<file path="src/rtl/async_sram_ctrl.sv">
// async_sram_ctrl: single-outstanding controller for a 16-bit asynchronous SRAM behind a registered PHY.
// Optional ASYNC_SRAM_CTRL_ERR_EN: reject byte, size-3 and misaligned requests without touching the SRAM.
module async_sram_ctrl #(
  parameter int N_SRAM_A  = 18,
  parameter int N_SRAM_DQ = 16
) (
  input  logic                 clk,
  input  logic                 rst_n,
  input  logic                 req_valid,
  output logic                 req_ready,
  input  logic                 req_write,
  input  logic [1:0]           req_size,
  input  logic [N_SRAM_A:0]    req_addr,
  input  logic [31:0]          req_wdata,
  output logic                 resp_valid,
  output logic [31:0]          resp_rdata,
  output logic                 resp_err,
  output logic [N_SRAM_A-1:0]  ctrl_addr,
  output logic [N_SRAM_DQ-1:0] ctrl_dq_out,
  output logic [N_SRAM_DQ-1:0] ctrl_dq_oe,
  input  logic [N_SRAM_DQ-1:0] ctrl_dq_in,
  output logic                 ctrl_ce_n,
  output logic                 ctrl_we_n,
  output logic                 ctrl_oe_n,
  output logic [2:0]           dbg_state
);
  // Handshake: a request transfers on a rising edge where req_valid && req_ready;
  // req_ready is high only in IDLE, and resp_valid is a one-cycle completion pulse.
  typedef enum logic [2:0] {IDLE, TURN, RD0, RD1, RDW, WR0, WR1} state_t;

  state_t               state_q, state_d;
  logic [N_SRAM_A-1:0]  base_q, base_d;
  logic [31:0]          wdata_q, wdata_d;
  logic                 word_q, word_d;
  logic                 prev_rd_q;
  logic                 cap1_v, cap1_i, cap2_v, cap2_i;
  logic [N_SRAM_DQ-1:0] hw0_q;
  logic                 accept, req_err, req_word, rd_done, hi_d;

  assign accept    = req_valid && req_ready;
  assign dbg_state = state_q;
  // cap2 marks the cycle in which PHY read data for an address issued two cycles earlier is present.
  assign rd_done   = cap2_v && (cap2_i == word_q);

`ifdef ASYNC_SRAM_CTRL_ERR_EN
  assign req_word = (req_size == 2'd2);
  assign req_err  = (req_size == 2'd0) || (req_size == 2'd3) ||
                    (req_word && (req_addr[1:0] != 2'b00)) ||
                    ((req_size == 2'd1) && req_addr[0]);
`else
  logic unused_addr_lsb;
  assign unused_addr_lsb = req_addr[0];
  assign req_word = (req_size == 2'd2);
  assign req_err  = 1'b0;
`endif

  always_comb begin
    state_d = state_q;
    base_d  = base_q;
    wdata_d = wdata_q;
    word_d  = word_q;
    if (accept) begin
      base_d  = req_addr[N_SRAM_A:1];
      wdata_d = req_wdata;
      word_d  = req_word;
    end
    case (state_q)
      IDLE: if (accept && !req_err) state_d = req_write ? (prev_rd_q ? TURN : WR0) : RD0;
      TURN: state_d = WR0;
      RD0:  state_d = word_q ? RD1 : RDW;
      RD1:  state_d = RDW;
      RDW:  if (rd_done) state_d = IDLE;
      WR0:  state_d = word_q ? WR1 : IDLE;
      WR1:  state_d = IDLE;
      default: state_d = IDLE;
    endcase
    hi_d = (state_d == RD1) || (state_d == WR1);
  end

  always_ff @(posedge clk or negedge rst_n) begin
    if (!rst_n) begin
      state_q     <= IDLE;
      base_q      <= '0;
      wdata_q     <= '0;
      word_q      <= 1'b0;
      prev_rd_q   <= 1'b0;
      req_ready   <= 1'b0;
      ctrl_addr   <= '0;
      ctrl_dq_out <= '0;
      ctrl_dq_oe  <= '0;
      ctrl_ce_n   <= 1'b1;
      ctrl_we_n   <= 1'b1;
      ctrl_oe_n   <= 1'b1;
      cap1_v      <= 1'b0;
      cap1_i      <= 1'b0;
      cap2_v      <= 1'b0;
      cap2_i      <= 1'b0;
      hw0_q       <= '0;
      resp_valid  <= 1'b0;
      resp_rdata  <= '0;
      resp_err    <= 1'b0;
    end else begin
      state_q   <= state_d;
      base_q    <= base_d;
      wdata_q   <= wdata_d;
      word_q    <= word_d;
      req_ready <= (state_d == IDLE);
      // Pins are registered against the state being entered so they line up with that state's cycle.
      ctrl_ce_n  <= 1'b1;
      ctrl_we_n  <= 1'b1;
      ctrl_oe_n  <= 1'b1;
      ctrl_dq_oe <= '0;
      if (state_d inside {RD0, RD1, WR0, WR1}) begin
        ctrl_ce_n <= 1'b0;
        ctrl_addr <= base_d + N_SRAM_A'(hi_d);
      end
      if (state_d inside {RD0, RD1}) begin
        ctrl_oe_n <= 1'b0;
        prev_rd_q <= 1'b1;
      end
      if (state_d inside {WR0, WR1}) begin
        ctrl_we_n   <= 1'b0;
        ctrl_dq_oe  <= '1;
        ctrl_dq_out <= hi_d ? wdata_d[31:16] : wdata_d[15:0];
        prev_rd_q   <= 1'b0;
      end
      cap1_v <= (state_q == RD0) || (state_q == RD1);
      cap1_i <= (state_q == RD1);
      cap2_v <= cap1_v;
      cap2_i <= cap1_i;
      if (cap2_v && !cap2_i) hw0_q <= ctrl_dq_in;
      resp_valid <= 1'b0;
      if (accept && req_err) begin
        resp_valid <= 1'b1;
        resp_err   <= 1'b1;
      end else if ((state_q == RDW) && rd_done) begin
        resp_valid <= 1'b1;
        resp_err   <= 1'b0;
        resp_rdata <= word_q ? {ctrl_dq_in, hw0_q} : {16'h0, ctrl_dq_in};
      end else if (((state_q == WR0) && !word_q) || (state_q == WR1)) begin
        resp_valid <= 1'b1;
        resp_err   <= 1'b0;
      end
    end
  end
endmodule

</file>
<file path="config.mk">
export PLATFORM = sky130hd
export DESIGN_NAME = async_sram_ctrl
export DESIGN_NICKNAME = d
export VERILOG_FILES = /design/src/rtl/async_sram_ctrl.sv
export SDC_FILE = /design/constraint.sdc
export NUM_CORES = 1
export LEC_CHECK = 0
export ABC_AREA = 1
export BUFFER_PORTS_ARGS = -buffer_cell sky130_fd_sc_hd__buf_2
export CORE_MARGIN = 2
export CORE_UTILIZATION = 55
export CTS_CLUSTER_DIAMETER = 60
export DETAILED_ROUTE_END_ITERATION = 10
export PLACE_DENSITY = 0.85
export SLEW_MARGIN = 5
export SYNTH_ARGS = -nofsm -noshare
export SYNTH_HDL_FRONTEND = slang
export SYNTH_SLANG_ARGS = --single-unit
</file>
<file path="constraint.sdc">
create_clock -name clk -period 3.3 [get_ports clk]
set_clock_uncertainty 0.1 [all_clocks]
set_input_delay 0.66 -clock clk [delete_from_list [all_inputs] [get_ports clk]]
set_output_delay 0.66 -clock clk [all_outputs]
set_load 0.01 [all_outputs]
</file>
== After elaboration in Yosys (flattened, before gate mapping) ==
Cells that the tools add are included.
Word-level totals
  bits of input ports: 73
  output and inout port bits: 91
  bits in registers: 163
Cells by class
  eq/ne operators: 12
  multiplexer cells: 21
  add/subtract/negate cells: 1
  reduce and logical (&&, ||, !) cells: 17
Operators by type and width (count)
  32-bit 2-to-1 mux: 2
  16-bit 2-to-1 mux: 2
  18-bit by 1-bit adder with 18-bit output: 1
  18-bit 2-to-1 mux: 1
  3-bit 2-to-1 mux: 6
  3-bit case mux with 6 select lines: 1
  3-bit equality test (second input constant): 5
  3-bit by 2-bit equality test with 1-bit output (second input constant): 4
  1-bit 2-to-1 mux: 9
  2-bit nonzero test: 4
  3-bit zero test: 2
  1-bit logical AND: 5
  4-bit nonzero test: 1
  3-bit by 1-bit equality test with 1-bit output (second input constant): 1
  1-bit logical OR: 3
  2-bit equality test (second input constant): 1
  1-bit zero test: 2
  1-bit equality test: 1

== Longest topological paths before layout ==
Gate-level depths: netlist (run 1).
  depth after elaboration: 8
  mapped depth: 17
  mapped depth without buffers: 15

== Worst setup path before layout (run 1) ==
No wires, ideal clock.
  path kind: input-to-reg
  from: input req_valid
  to: register ctrl_addr[16]
  stages: 17
  setup slack: 0.777 ns
  buffers on the path: 3
  arrival: 2.307 ns
  cell sequence: buf_6 > nand2_8 > buf_6 > buf_4 > nand2_1 > nand2_1 > ha_1 > ha_1 > nand2_1 > nor2_2 > nand2_2 > nor2_2 > nand2_1 > nand2_1 > nand2_1 > nand2_1 > nand2_1
RTL lines
  from (decl): line 9  | input logic req_valid,
  1-bit logical AND: line 40  | assign accept = req_valid && req_ready;
  18-bit 2-to-1 mux: line 62  | if (accept) begin
  named net base_d[0]: line 32  | logic [N_SRAM_A-1:0] base_q, base_d;
  18-bit by 1-bit adder with 18-bit output: line 115  | ctrl_addr <= base_d + N_SRAM_A'(hi_d);
  to (signal assigned): line 115
  to (decl): line 18  | output logic [N_SRAM_A-1:0] ctrl_addr,
The timed path passes the listed nets, and every way through them passes these cells.
A chain may end at the register's enable or synchronous reset.

== Final worst setup path (run 1) ==
  from: register req_ready
  to: register ctrl_addr[14]
RTL lines
  from (decl): line 10  | output logic req_ready,
  from (signal assigned): line 107  | req_ready <= (state_d == IDLE);
  1-bit logical AND: line 40
  18-bit 2-to-1 mux: line 62
  named net base_d[0]: line 32
  18-bit by 1-bit adder with 18-bit output: line 115
The timed path passes the listed nets, and every way through them passes these cells.

==> results of run 1 <==
## kinds of logic after synthesis
family	after synthesis	synth area share, %
and+or+nand+nor	276	19.7
DFF	147	55.5
buffers and inverters	113	8.99
AOI/OAI and AO/OA	80	6.49
muxes	48	7.54
xor gates and xnor gates	10	1.32
adders and majority gates	2	0.377
other	1	0.0565
## sequential cells by signal, summed over array words and instances, names as in the netlist, 3 cells and up
signal	cells
resp_rdata	32
wdata_q	32
base_q	18
ctrl_addr	18
ctrl_dq_out	16
hw0_q	16
dbg_state	3
## stage by stage
step / instances / instance area [um^2] / setup WS, ps / utilization [%]
after floorplan: 677 / 6640 / 777 / -
after global placement: 948 / 7370 / 651 / 61.9
after detailed placement: 948 / 7370 / 606 / 61.9
after CTS: 980 / 7890 / 842 / 66.2
after global routing: 980 / 7890 / 577 / 66.2
final: 980 / 7890 / 898 / 66.2
## cell type report
class	count	area, um^2	area share, %
Clock buffer	25	455	5.77
Clock inverter	7	62.6	0.793
Inverter	67	251	3.19
Multi-Input combinational cell	417	2360	29.9
Sequential cell	147	3680	46.7
Tap cell	147	184	2.33
Timing Repair Buffer	170	892	11.3
## power by group through the flow
stage | combinational, mW | clock, mW | sequential [mW]
finish | 3.10 | 1.71 | 3.06
global route | 3.47 | 1.83 | 3.16
CTS | 3.13 | 1.75 | 3.07
detailed placement | 3.10 | 0 | 3.08
global placement | 3.00 | 0 | 3.05
floorplan | 2.11 | 0 | 3.21
## metal layers
metal | part of all wire (%) | vias up | track usage, % | wire length [um]
met5 | 0 | - | 0 | 0
met3 | 6.4 | 16 | 5.74 | 908
met1 | 44 | 2365 | 30.5 | 6230
li1 | - | 2453 | - | -
met4 | 1.6 | 0 | 9.43 | 226
met2 | 48 | 158 | 36.0 | 6850
## worst paths after layout
check                                 end  startpoint  slack (ps)
max                         ctrl_addr[14]   req_ready         900
min                        resp_rdata[28]       rst_n         140
max reg2reg                 ctrl_addr[14]   req_ready         900
min reg2reg                        cap2_v      cap1_v         250
max in group asynchronous       ctrl_we_n       rst_n        2120
min in group clk                   cap2_v      cap1_v         250
## worst max-delay path, stage by stage, from the launching register on
cell and delay [ps]:
dfrtp_1 460, nand2_8 170, inv_1 190, nand2_1 70
nand2_1 90, ha_1 240, ha_1 190, nand2_1 100
nor2_2 140, nand2_2 100, nor2_2 150, nand2_1 70
nand2_1 60, nand2_1 60, nand2_1 60, nand2_1 50
## cells in the final DEF, fill, tap and decap left out, types with 3 or more instances in the layout
cell type  instances
nand3_1           38
nor2_1            45
mux2_2            16
xnor2_1            5
nand2_2           20
xor2_1             5
nor2_2             6
inv_2              5
nand2_1          135
nor3_1             3
nor2_4             3
buf_2            160
mux2i_1           32
a31oi_1           16
nand4_1            5
buf_4              8
nand3b_1           5
clkbuf_1           8
clkbuf_16         17
clkinv_2           5
nand2_4            4
o21ai_1           15
o21ai_0           45
dfrtp_1          144
dfstp_2            3
nand3_2            4
inv_1             61
==> impl_metrics.json, run 1 <==
{
  "outcome": "finished, final reports clean",
  "p_sw_share_pct": 38.1,
  "diodes": 0,
  "detail_route.vias_per_cell": 5.09,
  "synthToLayoutAreaGrowth_pct": 18.9,
  "synth_top_flop_cell": "dfrtp_1",
  "finalMaxSlewViolations": 0,
  "crit_path_end_kind": "flop",
  "async_flop_share_pct": 100,
  "grt_pass1_vias": 4814,
  "timing.fmax_ghz": 0.416,
  "synthTopCellsByCount": "dfrtp_1 (144), nand2_1 (135), inv_1 (61), nor2_1 (45), o21ai_0 (45)",
  "critPathArrivalTime_ps": 2600,
  "cts_root_buffer": "clkbuf_16",
  "synth_top_area_share_pct": 54.3,
  "syn_nets": 752,
  "cts_buffers": 17,
  "worstPathMaxFanout": 23,
  "finalSetupViolCount": 0,
  "die_w_um": 114,
  "ant_nets": 0,
  "synth_area_leaders": "dfrtp_1 (54%), nand2_1 (7.6%), mux2i_1 (4.8%)",
  "synth_edf_count": 0,
  "finalCritPeriodShare_pct": 72.8,
  "peakVddDrop_mv": 0.596,
  "yosys.area.top_type": "dfrtp_1",
  "num_vias": 4992,
  "h-tree-depth": 4,
  "critPathKind": "flop to flop",
  "finalHoldWorstSlack_ps": 143,
  "grt_max_degree": 69,
  "power.density_nw_per_um2": 997,
  "grt_overflow_total": 0,
  "ys_seq_area_share_pct": 55.5,
  "drc": 0,
  "nNetsFinal": 895,
  "setup_tns_ps": 0,
  "die_area_um2": 13000,
  "routed_wl_mm": 14.2,
  "worst_ep_required_time_ps": 3500,
  "gp_congestion": 0.923,
  "cts_tree": "done",
  "cp-start-kind": "flop",
  "portBuffers": 161,
  "r2r_cells": 15,
  "synth_cells": 677,
  "antenna_found_initial": 1,
  "fill_cells": 971,
  "clock_tree.buffer_depth": 2,
  "seqPwrFrac_pct": 38.9,
  "wire_per_inst_um": 14.5,
  "initial_core_util_pct": 55.7,
  "cts_repair_resize_count": 0,
  "pwr-share-clk_pct": 21.8,
  "clock-sinks": 147,
  "grt_pass1_wl_mm": 23.3,
  "worstMarginPinSlew_ps": 708,
  "post-cts-setup-buffers": 0,
  "rsz0062_at_grt": "no",
  "clock_latency_ps": 410,
  "comb_power_share_pct": 39.3,
  "synth_most_common_cell": "dfrtp_1",
  "die-height_um": 114,
  "hpwlAfterDp_mm": 9.67,
  "slew-limit-headroom_pct": 52.7,
  "finalCriticalPeriod_ps": 2400,
  "firstDrtPassIters": 4,
  "yosys_warnings": 0,
  "p_switching_mw": 3.00,
  "avgSynthCellArea_um2": 9.80,
  "drive_gt1_share_pct": 31.5,
  "ctsHoldBuffers": 0,
  "row_count": 40,
  "maxCapViolCount": 0,
  "hold_violations": 0,
  "p_int_mw": 4.87,
  "leakagePower_nw": 4.16,
  "synth_seq_cells": 147,
  "synth_area_um2": 6640,
  "track_usage_pct": 22.8,
  "ys_types": 41,
  "clk_pin_slew_ps": 60,
  "ios": 164,
  "first_iter_violations": 405,
  "hp-class": "input pin to async pin",
  "coreArea_um2": 11900,
  "p_total_mw": 7.87
}
Power figures use the tool's default switching activity.
==> run 2: changes to the inputs <==
--- a/config.mk
+++ b/config.mk
@@ -8,10 +8,10 @@
 export ABC_AREA = 1
 export BUFFER_PORTS_ARGS = -buffer_cell sky130_fd_sc_hd__buf_2
 export CORE_MARGIN = 2
-export CORE_UTILIZATION = 55
+export CORE_UTILIZATION = 48
 export CTS_CLUSTER_DIAMETER = 60
 export DETAILED_ROUTE_END_ITERATION = 10
-export PLACE_DENSITY = 0.85
+export PLACE_DENSITY = 0.79
 export SLEW_MARGIN = 5
 export SYNTH_ARGS = -nofsm -noshare
 export SYNTH_HDL_FRONTEND = slang
==> constraint.sdc (replaced) <==
create_clock -name clk -period 2.05 [get_ports clk]
set_clock_uncertainty 0.1 [all_clocks]
set_input_delay 0.41 -clock clk [delete_from_list [all_inputs] [get_ports clk]]
set_output_delay 0.41 -clock clk [all_outputs]
set_load 0.01 [all_outputs]
==> run 2 against run 1 <==
Against the previous run:
- flip-flop and latch count unchanged
- critical endpoint unchanged
- combinational power up 74%
- core utilization down 3.5 points
- highest routed layer is now met5
==> impl_metrics.json, run 2 (synthesis gave the netlist of run 1 again) <==
{
  "setup_tns_ps": 0,
  "routed_wl_mm": 14.7,
  "ff2ff_setup_slack_ps": 90,
  "power.density_nw_per_um2": 1620,
  "max_stage_delay_ps": 380,
  "clk_pin_slew_ps": 60,
  "initial_core_util_pct": 49.7,
  "cts_root_buffer": "clkbuf_16",
  "p_total_mw": 13.5,
  "coreArea_um2": 13300,
  "worst_ep_required_time_ps": 2260,
  "cts_buffers": 17,
  "row_count": 42,
  "clock-sinks": 147,
  "finalSetupViolCount": 0,
  "antenna_found_initial": 1,
  "rsz0062_at_grt": "yes",
  "worstHoldStart": "req_wdata[27]",
  "nNetsFinal": 920,
  "reg.largest.list": "resp_rdata x32, wdata_q x32",
  "leakagePower_nw": 4.37,
  "postLayoutSetupSlackWorst_ps": 89.6,
  "cp-start-kind": "flop",
  "crit_path_end_kind": "flop",
  "dp_slack_ps": -10.2,
  "critPathKind": "flop to flop",
  "grt_pass1_wl_mm": 24.6,
  "dp_cells": 999,
  "drive_gt1_share_pct": 35.3,
  "first_iter_violations": 309,
  "maxCapViolCount": 0,
  "die-height_um": 122,
  "whs_path_depth": 3,
  "hold_violations": 0,
  "die_w_um": 122,
  "finalCritPeriodShare_pct": 95.6,
  "clock_tree.buffer_depth": 2,
  "grt_max_degree": 66,
  "drc": 0,
  "track_usage_pct": 21.4,
  "final_cells": 1034,
  "timing.fmax_ghz": 0.510,
  "min_to": "wdata_q[27]",
  "num_vias": 5088,
  "final_common_cell": "buf_2",
  "r2r_end": "ctrl_addr[14]",
  "crit_chain": "inv_2, nand4_1, nand2_4, ha_4, ha_4, nand2_4, nor2_4, nand2_4, nor2_4, nand2_1, nand2_1, nand2_1, nand2_1, nand2_1",
  "r2r_cells": 14,
  "wire_per_inst_um": 14.3,
  "cts_tree": "done",
  "hp-class": "input pin to flop",
  "clock_latency_ps": 430,
  "detail_route.vias_per_cell": 4.92,
  "worstPathMaxFanout": 6,
  "finalMaxSlewViolations": 0,
  "path_common_cell": "nand2_1",
  "hpwlAfterDp_mm": 10.1,
  "final_cell_mix": "buf_2 (160), dfrtp_1 (143), nand2_1 (131)",
  "critPathArrivalTime_ps": 2170,
  "peakVddDrop_mv": 0.842,
  "h-tree-depth": 4,
  "firstDrtPassIters": 4,
  "grt_pass1_vias": 4948,
  "diodes": 0,
  "gp_congestion": 0.845,
  "regToRegStartpoint": "dbg_state[1]",
  "synthToLayoutAreaGrowth_pct": 26.1,
  "ant_nets": 0,
  "outcome": "finished, final reports clean",
  "cpMaxStageDelayCell": "dfrtp_1",
  "portBuffers": 161,
  "finalCriticalPeriod_ps": 1960,
  "die_area_um2": 14800,
  "grt_overflow_total": 0,
  "ios": 164
}
## run 2: cell count changes in the layout (fill, tap and decap cells not counted), sizes merged
cell,change
bufinv,+1
dlygate4sd3,+1
buf,+24
clkinv,-3
clkinvlp,+2
## run 2: how the worst max path moves through the flow
stage	cells after the start	slack, ps	end	startpoint
final	14	90	ctrl_addr[14]	dbg_state[1]
after global routing	12	-70	ctrl_addr[17]	dbg_state[1]
after CTS	14	60	ctrl_addr[14]	dbg_state[2]
after detailed placement	16	-10	ctrl_addr[14]	req_valid
after global placement	16	20	ctrl_addr[14]	req_valid
after floorplan	17	-70	ctrl_addr[14]	req_ready
## run 2: critical path, delay by kind of cell, from the launching register on
family | cells | cell delay [ps]
adders and majority gates | 2 | 290
buffers and inverters | 1 | 130
DFF | 1 | 380
and+or+nand+nor | 11 | 970
## run 2: layer usage
metal / wire length [um] / up-vias / global-route usage [%] / part of all wire [%]
met5: 12 / - / 0 / 0.081
met4: 263 / 2 / 7.69 / 1.8
met3: 860 / 27 / 5.43 / 5.8
met2: 7080 / 152 / 34.3 / 48
met1: 6530 / 2400 / 28.6 / 44
li1: - / 2507 / - / -
## run 2: timing repair
item                                   in CTS  in global routing
setup endpoints to repair                   0                  8
gates resized for setup                     0                  9
hold buffers                                1                  0
setup buffers                               0                  2
endpoints found under the hold margin      37                  0
## run 2: where the power goes
group	switching, mW	leakage (nW)	internal [mW]
sequential	0.611	1.76	4.30
clock	1.18	0.304	2.05
combinational	3.22	2.30	2.16
total	5.02	4.37	8.51
## run 2: area by class of cell
cell class                 instances  area, um^2
clock buffer                      25         536
clock inverter                     7        92.6
fill                            1126        4980
inverter                          67         251
multi-input combinational        417        2450
sequential                       147        3680
tap                              176         220
timing repair buffer             195        1130
## run 2: through the flow
step	util, %	cell area, um^2	hold slack, ps
floorplan	-	6710	14.4
global placement	57.5	7680	231
detailed placement	57.5	7680	235
CTS	62.3	8310	83.8
global route	62.7	8370	104
finish	62.7	8370	104
